===== config.mk =====
export PLATFORM = sky130hd
export DESIGN_NAME = eth_tx_frame_arbiter
export DESIGN_NICKNAME = d
export VERILOG_FILES = /design/src/rtl/eth_tx_frame_arbiter.sv
export SDC_FILE = /design/constraint.sdc
export NUM_CORES = 1
export LEC_CHECK = 0
export ABC_AREA = 1
export CAP_MARGIN = 0
export CORE_MARGIN = 1.5
export CORE_UTILIZATION = 39
export CTS_CLUSTER_SIZE = 12
export DETAILED_ROUTE_END_ITERATION = 12
export PLACE_DENSITY = 0.78
export SLEW_MARGIN = 20
export SYNTH_ARGS = -nofsm -noshare
export SYNTH_HDL_FRONTEND = slang
export SYNTH_SLANG_ARGS = --single-unit

===== constraint.sdc =====
create_clock -name sys_clk -period 1.52 [get_ports sys_clk]
set_input_delay 0.304 -clock sys_clk [delete_from_list [all_inputs] [get_ports sys_clk]]
set_output_delay 0.304 -clock sys_clk [all_outputs]
set_load 0.01 [all_outputs]

===== src/rtl/eth_tx_frame_arbiter.sv =====
// Frame-granular round-robin arbiter sharing one 32-bit MAC TX frame interface
// between up to four requesters, with grant timeout and frame-length guard.
module eth_tx_frame_arbiter #(
   parameter int PORTS         = 2,
   parameter int GRANT_TIMEOUT = 16,
   parameter int MAX_WORDS     = 384
) (
   input  logic                 sys_clk,
   input  logic                 sys_rst_n,
   input  logic [PORTS-1:0]     req,
   output logic [PORTS-1:0]     grant,
   input  logic [PORTS-1:0]     in_frame_start,
   input  logic [PORTS-1:0]     in_frame_data_valid,
   input  logic [3*PORTS-1:0]   in_frame_bytes_valid,
   input  logic [32*PORTS-1:0]  in_frame_data,
   input  logic [PORTS-1:0]     in_frame_commit,
   input  logic [PORTS-1:0]     in_frame_drop,
   output logic                 out_frame_start,
   output logic                 out_frame_data_valid,
   output logic [2:0]           out_frame_bytes_valid,
   output logic [31:0]          out_frame_data,
   output logic                 out_frame_commit,
   output logic                 out_frame_drop,
   output logic [1:0]           active_port,
   output logic                 err_timeout,
   output logic                 err_overflow,
   output logic [2:0]           dbg_state
);

   localparam int TW = $clog2(GRANT_TIMEOUT + 1);

   localparam logic [2:0] S_IDLE  = 3'd0;
   localparam logic [2:0] S_GRANT = 3'd1;
   localparam logic [2:0] S_FRAME = 3'd2;
   localparam logic [2:0] S_TRUNC = 3'd3;
   localparam logic [2:0] S_GAP   = 3'd4;

   localparam logic [8:0]    MAX_W    = 9'(MAX_WORDS);
   localparam logic [TW-1:0] TO_LIMIT = TW'(GRANT_TIMEOUT);

   logic [2:0]       state_q, state_d;
   logic [1:0]       last_q, last_d;
   logic [1:0]       active_port_q, active_port_d;
   logic [PORTS-1:0] grant_q, grant_d;
   logic [TW-1:0]    tcnt_q, tcnt_d, tcnt_inc;
   logic [8:0]       wcnt_q, wcnt_d;
   logic             out_start_q, out_start_d;
   logic             out_dv_q, out_dv_d;
   logic [2:0]       out_bv_q, out_bv_d;
   logic [31:0]      out_data_q, out_data_d;
   logic             out_commit_q, out_commit_d;
   logic             out_drop_q, out_drop_d;
   logic             err_timeout_q, err_timeout_d;
   logic             err_overflow_q, err_overflow_d;

   logic             sel_start, sel_dv, sel_commit, sel_drop;
   logic [2:0]       sel_bv;
   logic [31:0]      sel_data;
   logic             rr_found;
   logic [1:0]       rr_pick;
   int               rr_dist, rr_best;
   logic             ovf_word;

   // Only the currently granted port's inputs are ever looked at.
   always_comb begin
      sel_start  = 1'b0;
      sel_dv     = 1'b0;
      sel_commit = 1'b0;
      sel_drop   = 1'b0;
      sel_bv     = 3'd0;
      sel_data   = 32'd0;
      for (int i = 0; i < PORTS; i++) begin
         if (active_port_q == 2'(i)) begin
            sel_start  = in_frame_start[i];
            sel_dv     = in_frame_data_valid[i];
            sel_commit = in_frame_commit[i];
            sel_drop   = in_frame_drop[i];
            sel_bv     = in_frame_bytes_valid[3*i +: 3];
            sel_data   = in_frame_data[32*i +: 32];
         end
      end
   end

   // Round robin: the requester closest after last_q (modulo PORTS) wins.
   always_comb begin
      rr_found = 1'b0;
      rr_pick  = last_q;
      rr_best  = PORTS;
      rr_dist  = 0;
      for (int j = 0; j < PORTS; j++) begin
         rr_dist = (j + 2 * PORTS - int'(last_q) - 1) % PORTS;
         if (req[j] && (rr_dist < rr_best)) begin
            rr_best  = rr_dist;
            rr_pick  = 2'(j);
            rr_found = 1'b1;
         end
      end
   end

   assign tcnt_inc = tcnt_q + TW'(1);
   assign ovf_word = sel_dv && (wcnt_q == MAX_W);

   always_comb begin
      state_d        = state_q;
      last_d         = last_q;
      active_port_d  = active_port_q;
      grant_d        = grant_q;
      tcnt_d         = tcnt_q;
      wcnt_d         = wcnt_q;
      out_start_d    = 1'b0;
      out_dv_d       = 1'b0;
      out_bv_d       = 3'd0;
      out_data_d     = 32'd0;
      out_commit_d   = 1'b0;
      out_drop_d     = 1'b0;
      err_timeout_d  = 1'b0;
      err_overflow_d = 1'b0;

      case (state_q)
         S_IDLE: begin
            if (rr_found) begin
               for (int i = 0; i < PORTS; i++) grant_d[i] = (rr_pick == 2'(i));
               last_d        = rr_pick;
               active_port_d = rr_pick;
               tcnt_d        = '0;
               state_d       = S_GRANT;
            end
         end
         S_GRANT: begin
            if (sel_start) begin
               out_start_d = 1'b1;
               wcnt_d      = 9'd0;
               state_d     = S_FRAME;
            end else if (tcnt_inc == TO_LIMIT) begin
               err_timeout_d = 1'b1;
               grant_d       = '0;
               state_d       = S_GAP;
            end else begin
               tcnt_d = tcnt_inc;
            end
         end
         S_FRAME: begin
            if (sel_start) begin
               out_drop_d = 1'b1;
               grant_d    = '0;
               state_d    = S_GAP;
            end else begin
               if (ovf_word) begin
                  out_drop_d     = 1'b1;
                  err_overflow_d = 1'b1;
                  state_d        = S_TRUNC;
               end else if (sel_dv) begin
                  out_dv_d   = 1'b1;
                  out_bv_d   = sel_bv;
                  out_data_d = sel_data;
                  wcnt_d     = wcnt_q + 9'd1;
               end
               // An end event alongside the overflow word closes the frame; the drop is already out.
               if (sel_drop || sel_commit) begin
                  grant_d = '0;
                  state_d = S_GAP;
                  if (!ovf_word) begin
                     out_drop_d   = sel_drop;
                     out_commit_d = !sel_drop;
                  end
               end
            end
         end
         S_TRUNC: begin
            if (sel_drop || sel_commit) begin
               grant_d = '0;
               state_d = S_GAP;
            end
         end
         S_GAP: begin
            state_d = S_IDLE;
         end
         default: begin
            grant_d = '0;
            state_d = S_IDLE;
         end
      endcase
   end

   always_ff @(posedge sys_clk or negedge sys_rst_n) begin
      if (!sys_rst_n) begin
         state_q        <= S_IDLE;
         last_q         <= 2'(PORTS - 1);
         active_port_q  <= 2'd0;
         grant_q        <= '0;
         tcnt_q         <= '0;
         wcnt_q         <= 9'd0;
         out_start_q    <= 1'b0;
         out_dv_q       <= 1'b0;
         out_bv_q       <= 3'd0;
         out_data_q     <= 32'd0;
         out_commit_q   <= 1'b0;
         out_drop_q     <= 1'b0;
         err_timeout_q  <= 1'b0;
         err_overflow_q <= 1'b0;
      end else begin
         state_q        <= state_d;
         last_q         <= last_d;
         active_port_q  <= active_port_d;
         grant_q        <= grant_d;
         tcnt_q         <= tcnt_d;
         wcnt_q         <= wcnt_d;
         out_start_q    <= out_start_d;
         out_dv_q       <= out_dv_d;
         out_bv_q       <= out_bv_d;
         out_data_q     <= out_data_d;
         out_commit_q   <= out_commit_d;
         out_drop_q     <= out_drop_d;
         err_timeout_q  <= err_timeout_d;
         err_overflow_q <= err_overflow_d;
      end
   end

   assign grant                 = grant_q;
   assign active_port           = active_port_q;
   assign out_frame_start       = out_start_q;
   assign out_frame_data_valid  = out_dv_q;
   assign out_frame_bytes_valid = out_bv_q;
   assign out_frame_data        = out_data_q;
   assign out_frame_commit      = out_commit_q;
   assign out_frame_drop        = out_drop_q;
   assign err_timeout           = err_timeout_q;
   assign err_overflow          = err_overflow_q;
   assign dbg_state             = state_q;

endmodule


### Word-level counts from Yosys, hierarchy flattened

Index checks and enable logic that the tools add are counted.

| operators by class | value |
|---|---|
| bitwise operators | 3 |
| eq/ne operators | 19 |
| reduce and logical (&&, ||, !) cells | 15 |
| add/sub/neg operators | 6 |
| order comparisons | 2 |
| muxes and demuxes | 68 |

Operators by type and width:

| kind | count |
|---|---|
| $mux W32 | 7 |
| $mux W3 | 13 |
| $mux W9 | 4 |
| $lt A2 B32 Y1 | 1 |
| $mux W1 | 30 |
| $ne A2 B2 Y1 const B | 9 |
| $pmux W9 S2 | 1 |
| $mux W5 | 3 |
| $mux W2 | 7 |
| $pmux W3 S4 | 1 |
| $reduce_and A4 Y1 | 3 |
| $pmux W2 S5 | 1 |
| $pmux W5 S2 | 1 |
| $sub A4 B2 Y5 const B | 2 |
| $add A9 B1 Y9 const B | 1 |
| $eq A9 B9 Y1 const B | 1 |
| $sub A3 B2 Y4 const A | 2 |
| $eq A3 B2 Y1 const B | 2 |
| $add A5 B1 Y5 const B | 1 |
| $eq A5 B5 Y1 const B | 1 |
| $reduce_and A5 Y1 | 1 |
| $eq A2 B1 Y1 const B | 2 |
| $logic_not A2 Y1 | 2 |
| $ne A4 B4 Y1 const B | 1 |
| other kinds (12) | 16 |

| word-level totals | value |
|---|---|
| register bits after elaboration | 64 |
| logic and storage cells | 127 |
| input port bits | 82 |
| output and inout port bits | 48 |

### Depth between registers and ports, before layout

| logic depth | value |
|---|---|
| depth in word-level cells | 12 |
| mapped depth | 12 |
| gate-level depth less buffers | 12 |

### Worst setup path after synthesis

Ideal clock, no wire load.

| timing | value |
|---|---|
| kind | register -> register |
| from | register tcnt_q[0] |
| to | register state_q[0], in the netlist dbg_state[0] |
| setup time | 0.118 ns |
| buffers on the path | 0 |
| data arrival time | 1.474 ns |
| cell stages (with the launch flop) | 12 |
| required time | 1.402 ns |
| setup slack | -0.072 ns |
| clock period less this slack | 1.592 ns |
| cells stage by stage | dfrtp_1 > ha_1 > nand3_1 > nand2_1 > nand2_1 > nand2_1 > nor2_1 > nor2_8 > nor2_4 > nand2_4 > nand2_1 > nand2_1 |

| between the ends | value |
|---|---|
| word-level cells in the longest chain between the ends | 4 |

RTL lines:

| element | line | source |
|---|---|---|
| start, declared | 45 | `logic [TW-1:0] tcnt_q, tcnt_d, tcnt_inc;` |
| start signal, assigned | 206 | `tcnt_q <= tcnt_d;` |
| $add A5 B1 Y5 | 100 | `assign tcnt_inc = tcnt_q + TW'(1);` |
| $eq A5 B5 Y1 | 134 | `end else if (tcnt_inc == TO_LIMIT) begin` |
| $ne A3 B3 Y1 (no source line) | - |  |
| $reduce_and A4 Y1 (no source line) | - |  |
| end signal, assigned | 202 | `state_q <= state_d;` |
| end, declared | 41 | `logic [2:0] state_q, state_d;` |

Every way passes these cells.
A chain may end at the register's enable or synchronous reset.

### Worst setup path in the final report

| timing | value |
|---|---|
| from | register active_port_q[0], in the netlist active_port[0] |
| to | register state_q[0], in the netlist dbg_state[0] |

| between the ends | value |
|---|---|
| word-level cells in the longest chain between the ends | 7 |
| elaborated cells on any way between the ends | 20 |
| those cells by class | 4 x eq/ne; 12 x mux; 4 x reduce/logical |

RTL lines:

| element | line | source |
|---|---|---|
| start, declared | 43 | `logic [1:0] active_port_q, active_port_d;` |
| start signal, assigned | 204 | `active_port_q <= active_port_d;` |
| $logic_not A2 Y1 | 73 | `if (active_port_q == 2'(i)) begin` |
| $mux W1 (2 in a row) | 73 |  |
| $logic_or A1 B1 Y1 | 159, 170 |  |
| $mux W3 | 159 | `if (sel_drop \|\| sel_commit) begin` |
| $mux W3 | 143 | `if (sel_start) begin` |
| $pmux W3 S4 | 119 | `case (state_q)` |

Parallel ways exist; a longest one is shown, timed or not.

==> out/summary.log <==
INFO  outcome        run_status=finished with violations
INFO  outcome        failing_checks=setup timing
INFO  place          place_hpwl=6.35mm
INFO  critical_path  worstPathArrival=2010ps
INFO  hold_path      min-delay-start=last_q[0]$_DFFE_PN1P_
INFO  power          ir_drop=0.619mV
INFO  final_layout   layoutNonFillerInstCount=699
INFO  logic_synthesis synthFlopType=sky130_fd_sc_hd__dfrtp_1
INFO  critical_path  critPathTopFamily=simple AND/OR/NAND/NOR gates
INFO  detailed_routing drt_pass1_iterations=4
INFO  detailed_routing detailedRoute.firstIterationViolations=182
INFO  power          power_leakage=3.21nW
INFO  clocking       cts.sinks=63
INFO  logic_synthesis postSynthCellCount=402
INFO  critical_path  critical-path-max-stage-delay=400ps
INFO  detailed_routing drtAntennaViolNets=0
INFO  grt            global_route.overflow_total=0
INFO  clocking       master_cell_of_the_clock_root_buffer=sky130_fd_sc_hd__clkbuf_8
INFO  grt            grt_util_all_layers=23.1%
INFO  critical_path  critical_path_buf_inv_count=2
INFO  sta            max_clock_freq=0.575GHz
INFO  place          dpl.cell_count=658
INFO  logic_synthesis seq_area_frac_synth=48.6%
INFO  final_layout   final_area=0.00585mm2
INFO  final_layout   final_layout_fill_cell_count=576
INFO  place          pre_cts_ws=-459ps
INFO  job            maxCapViolCount=0
INFO  clocking       number_of_levels_in_the_clock_h_tree=3
INFO  logic_synthesis post-synth-top-count-cell=sky130_fd_sc_hd__nand2_1
INFO  floorplan      die_area=0.00887mm2
INFO  critical_path  cp_common_cell=sky130_fd_sc_hd__nor2_4
INFO  place          gp_congestion=0.866
INFO  floorplan      die-width=94.2um
INFO  critical_path  worstRegToRegCells=11
INFO  clocking       ctsLongestPathBuffers=2
INFO  sta            grt_setup_unrepaired=true
INFO  detailed_routing route.detailed.wl_per_inst=15.7um
INFO  logic_synthesis synth-edff-count=0
INFO  clocking       tritoncts=built
INFO  critical_path  reg_to_reg_end=dbg_state[0]$_DFFE_PN0P_
INFO  detailed_routing wire_length_after_detailed_routing=11.0mm
INFO  clocking       clk_latency_worst_skew_pair=340ps
INFO  sta            final_hold_viol_count=0
INFO  detailed_routing routed-via-count=3510
INFO  logic_synthesis synthDominantAreaCellType=sky130_fd_sc_hd__dfrtp_1
INFO  floorplan      top_level_ports=130
INFO  critical_path  crit_type=reg2reg
INFO  floorplan      design.core.area=0.00813mm2
INFO  hold_path      timing.hold.worst.class=reg2reg
INFO  logic_synthesis synth_area=0.00324mm2
INFO  sta            setup-violations-final=56
INFO  sta            slew_violations=0
INFO  logic_synthesis synth.area.top_cells=sky130_fd_sc_hd__dfrtp_1, sky130_fd_sc_hd__nand2_1, sky130_fd_sc_hd__nand3_1
INFO  logic_synthesis synthesis.yosys.warnings=0
INFO  final_layout   fin_util=71.9%
INFO  place          buffer_ports.inserted=129
INFO  final_layout   antenna_cells_inserted=0
INFO  critical_path  crit_path_max_fanout=4
INFO  grt            number_of_global_route_vias_before_repair=3488
INFO  power          areal_power_density_over_the_cells=1210mW/mm2
INFO  final_layout   layout-drive-gt1-share=33.3%
INFO  floorplan      initial_utilization=39.9%
INFO  logic_synthesis synth_cell_type_count=31
INFO  final_layout   layout-area-overhead-vs-synth=80.3%
INFO  logic_synthesis yosys-top-cells-count=sky130_fd_sc_hd__nand2_1, sky130_fd_sc_hd__dfrtp_1, sky130_fd_sc_hd__nand3_1, sky130_fd_sc_hd__a21oi_1, sky130_fd_sc_hd__inv_1
INFO  critical_path  timing.critical_path.required=1800ps
INFO  hold_path      hold_end=last_q[0]$_DFFE_PN1P_
INFO  sta            timing.hold.ws=484ps
INFO  critical_path  worst_r2r_startpoint=active_port[0]$_DFFE_PN0P_
INFO  grt            maximum_number_of_pins_on_one_net_before_global_route_repair=64
INFO  sta            setup_slack=-219ps
INFO  floorplan      num_rows=33
INFO  floorplan      die_height=94.2um
INFO  critical_path  r2r_setup_slk=-220ps
INFO  logic_synthesis synthDominantCellAreaShare=47.8%
INFO  logic_synthesis asyncSetResetFlopFracSynth=100%
INFO  grt            grt_pass1_wl=15.9mm
INFO  sta            layout_worst_path_cycle_share=114%
INFO  sta            fin_skew=13.0ps
INFO  sta            min_period=1740ps
INFO  logic_synthesis postSynthAreaPerCell=8.07um2
INFO  clocking       numCtsBuffers=9
INFO  critical_path  setup.worst_path.start_class=flip-flop
INFO  critical_path  critical_path.slowest_cell=sky130_fd_sc_hd__dfrtp_1
INFO  critical_path  critPathCaptureType=flip-flop
INFO  critical_path  crit_path_cell_trace=buf_6 > nor2_4 > nand2_2 > nand2_4 > buf_6 > nand3_4 > nand2_4 > nor2_4 > nor2_4 > nand3_1 > nand2_1
INFO  clocking       clk_pin_slew=80ps
INFO  logic_synthesis synth.ff_latch_count=63
INFO  final_layout   design.final.nets=676
INFO  hold_path      hold-path-cell-count=2
INFO  place          placed_area=0.00488mm2
INFO  detailed_routing viasPerCell=5.02
INFO  grt            number_of_antenna_violations_at_the_first_check_in_global_routing=0
INFO  detailed_routing remaining_drc_errors=0
## through the flow
| step | setup TNS, ps | power (mW) |
|---|---|---|
| after CTS | -1930 | 6.54 |
| after detailed placement | -16250 | 4.58 |
| after floorplan | 0 | 3.48 |
| after global routing | -10490 | 7.43 |
| final | -7790 | 7.06 |
| after global placement | -15010 | 4.51 |
## cells in the final DEF, fill, tap and decap left out, drive strengths merged
| master | netlist | layout |
|---|---|---|
| a21boi | 1 | 1 |
| or2 | 2 | 2 |
| xnor2 | 1 | 1 |
| nand2 | 132 | 133 |
| dlygate4sd2 | 0 | 19 |
| o21ai | 11 | 11 |
| bufinv | 0 | 1 |
| inv | 34 | 34 |
| clkdlybuf4s50 | 0 | 81 |
| ha | 5 | 5 |
| a21oi | 39 | 39 |
| nor2 | 22 | 22 |
| clkbuf | 10 | 15 |
| buf | 8 | 60 |
| nor3 | 6 | 6 |
| dlymetal6s2s | 0 | 26 |
| nor4 | 1 | 1 |
| dfstp | 1 | 1 |
| clkinv | 0 | 2 |
| clkinvlp | 0 | 2 |
| dfrtp | 62 | 62 |
| xor2 | 5 | 5 |
| nand3 | 57 | 57 |
| clkdlybuf4s15 | 0 | 1 |
| conb | 2 | 3 |
| dlygate4sd3 | 0 | 1 |
| nand4 | 3 | 3 |
## cell families after synthesis
group                    after synthesis  synth area share, %
AND/OR/NAND/NOR                      223                 31.2
other                                  2                0.232
adder cells (fa/ha/maj)                5                 1.93
XOR/XNOR                               6                 1.62
flip-flops                            63                 48.6
AO/OA/AOI/OAI                         51                 9.22
buffers and inverters                 52                 7.14
## power by group
part           switching (mW)  total [mW]  internal, mW
sequential              0.130        2.00          1.87
clock                   0.695        1.50         0.803
combinational            2.06        3.56          1.51
total                    2.88        7.06          4.18
## cell type report
type / count / area (um2) / area share, %
clock inverters: 5 / 58.8 / 1.01
repair buffers: 192 / 1950 / 33.3
clock buffers: 11 / 141 / 2.42
inverters: 34 / 130 / 2.23
multi-input cells: 289 / 1860 / 31.7
well taps: 105 / 131 / 2.25
flip-flops and latches: 63 / 1580 / 27.1
## how the worst max path moves through the flow
stage	startpoint	end	slack, ps	cells past startpoint
finish	active_port[0]$_DFFE_PN0P_	dbg_state[0]$_DFFE_PN0P_	-220	11
global placement	req[0]	tcnt_q[2]$_DFFE_PN0P_	-370	12
global route	active_port[0]$_DFFE_PN0P_	dbg_state[0]$_DFFE_PN0P_	-270	12
floorplan	tcnt_q[0]$_DFFE_PN0P_	dbg_state[0]$_DFFE_PN0P_	7	11
CTS	active_port[0]$_DFFE_PN0P_	out_frame_data[13]$_DFF_PN0_	-90	10
detailed placement	req[0]	tcnt_q[2]$_DFFE_PN0P_	-460	12
## sequential cells by signal (all words and copies together) (netlist names)
name,flops
tcnt_q,5
out_frame_bytes_valid,3
grant,2
err_overflow,1
dbg_state,3
out_frame_drop,1
out_frame_start,1
wcnt_q,9
out_frame_data,32
last_q,2
err_timeout,1
out_frame_data_valid,1
active_port,1
out_frame_commit,1
## worst register-to-register path: stages (launching register included)
cell	delay, ps
sky130_fd_sc_hd__dfrtp_1	400
sky130_fd_sc_hd__buf_6	140
sky130_fd_sc_hd__nor2_4	170
sky130_fd_sc_hd__nand2_2	90
sky130_fd_sc_hd__nand2_4	110
sky130_fd_sc_hd__buf_6	110
sky130_fd_sc_hd__nand3_4	80
sky130_fd_sc_hd__nand2_4	110
sky130_fd_sc_hd__nor2_4	40
sky130_fd_sc_hd__nor2_4	170
sky130_fd_sc_hd__nand3_1	150
sky130_fd_sc_hd__nand2_1	110
## per-layer routing
| layer | GRT usage [%] | routed length (um) | up-vias |
|---|---|---|---|
| li1 | - | - | 1664 |
| met1 | 26.5 | 4030 | 1675 |
| met2 | 41.5 | 5880 | 138 |
| met3 | 5.10 | 685 | 33 |
| met4 | 8.58 | 410 | 0 |
| met5 | 0 | 0 | - |
## what timing repair did
| item | CTS | global route |
|---|---|---|
| hold buffers | 1 | 0 |
| endpoints found under the hold margin | 55 | 0 |
| gates resized for setup | 94 | 81 |
| setup buffers | 16 | 5 |
| endpoints found under the setup margin | 73 | 84 |
| cloned | 2 | 3 |
| pin swaps | 12 | 22 |
Note: power is estimated with default switching activity, not from simulation.
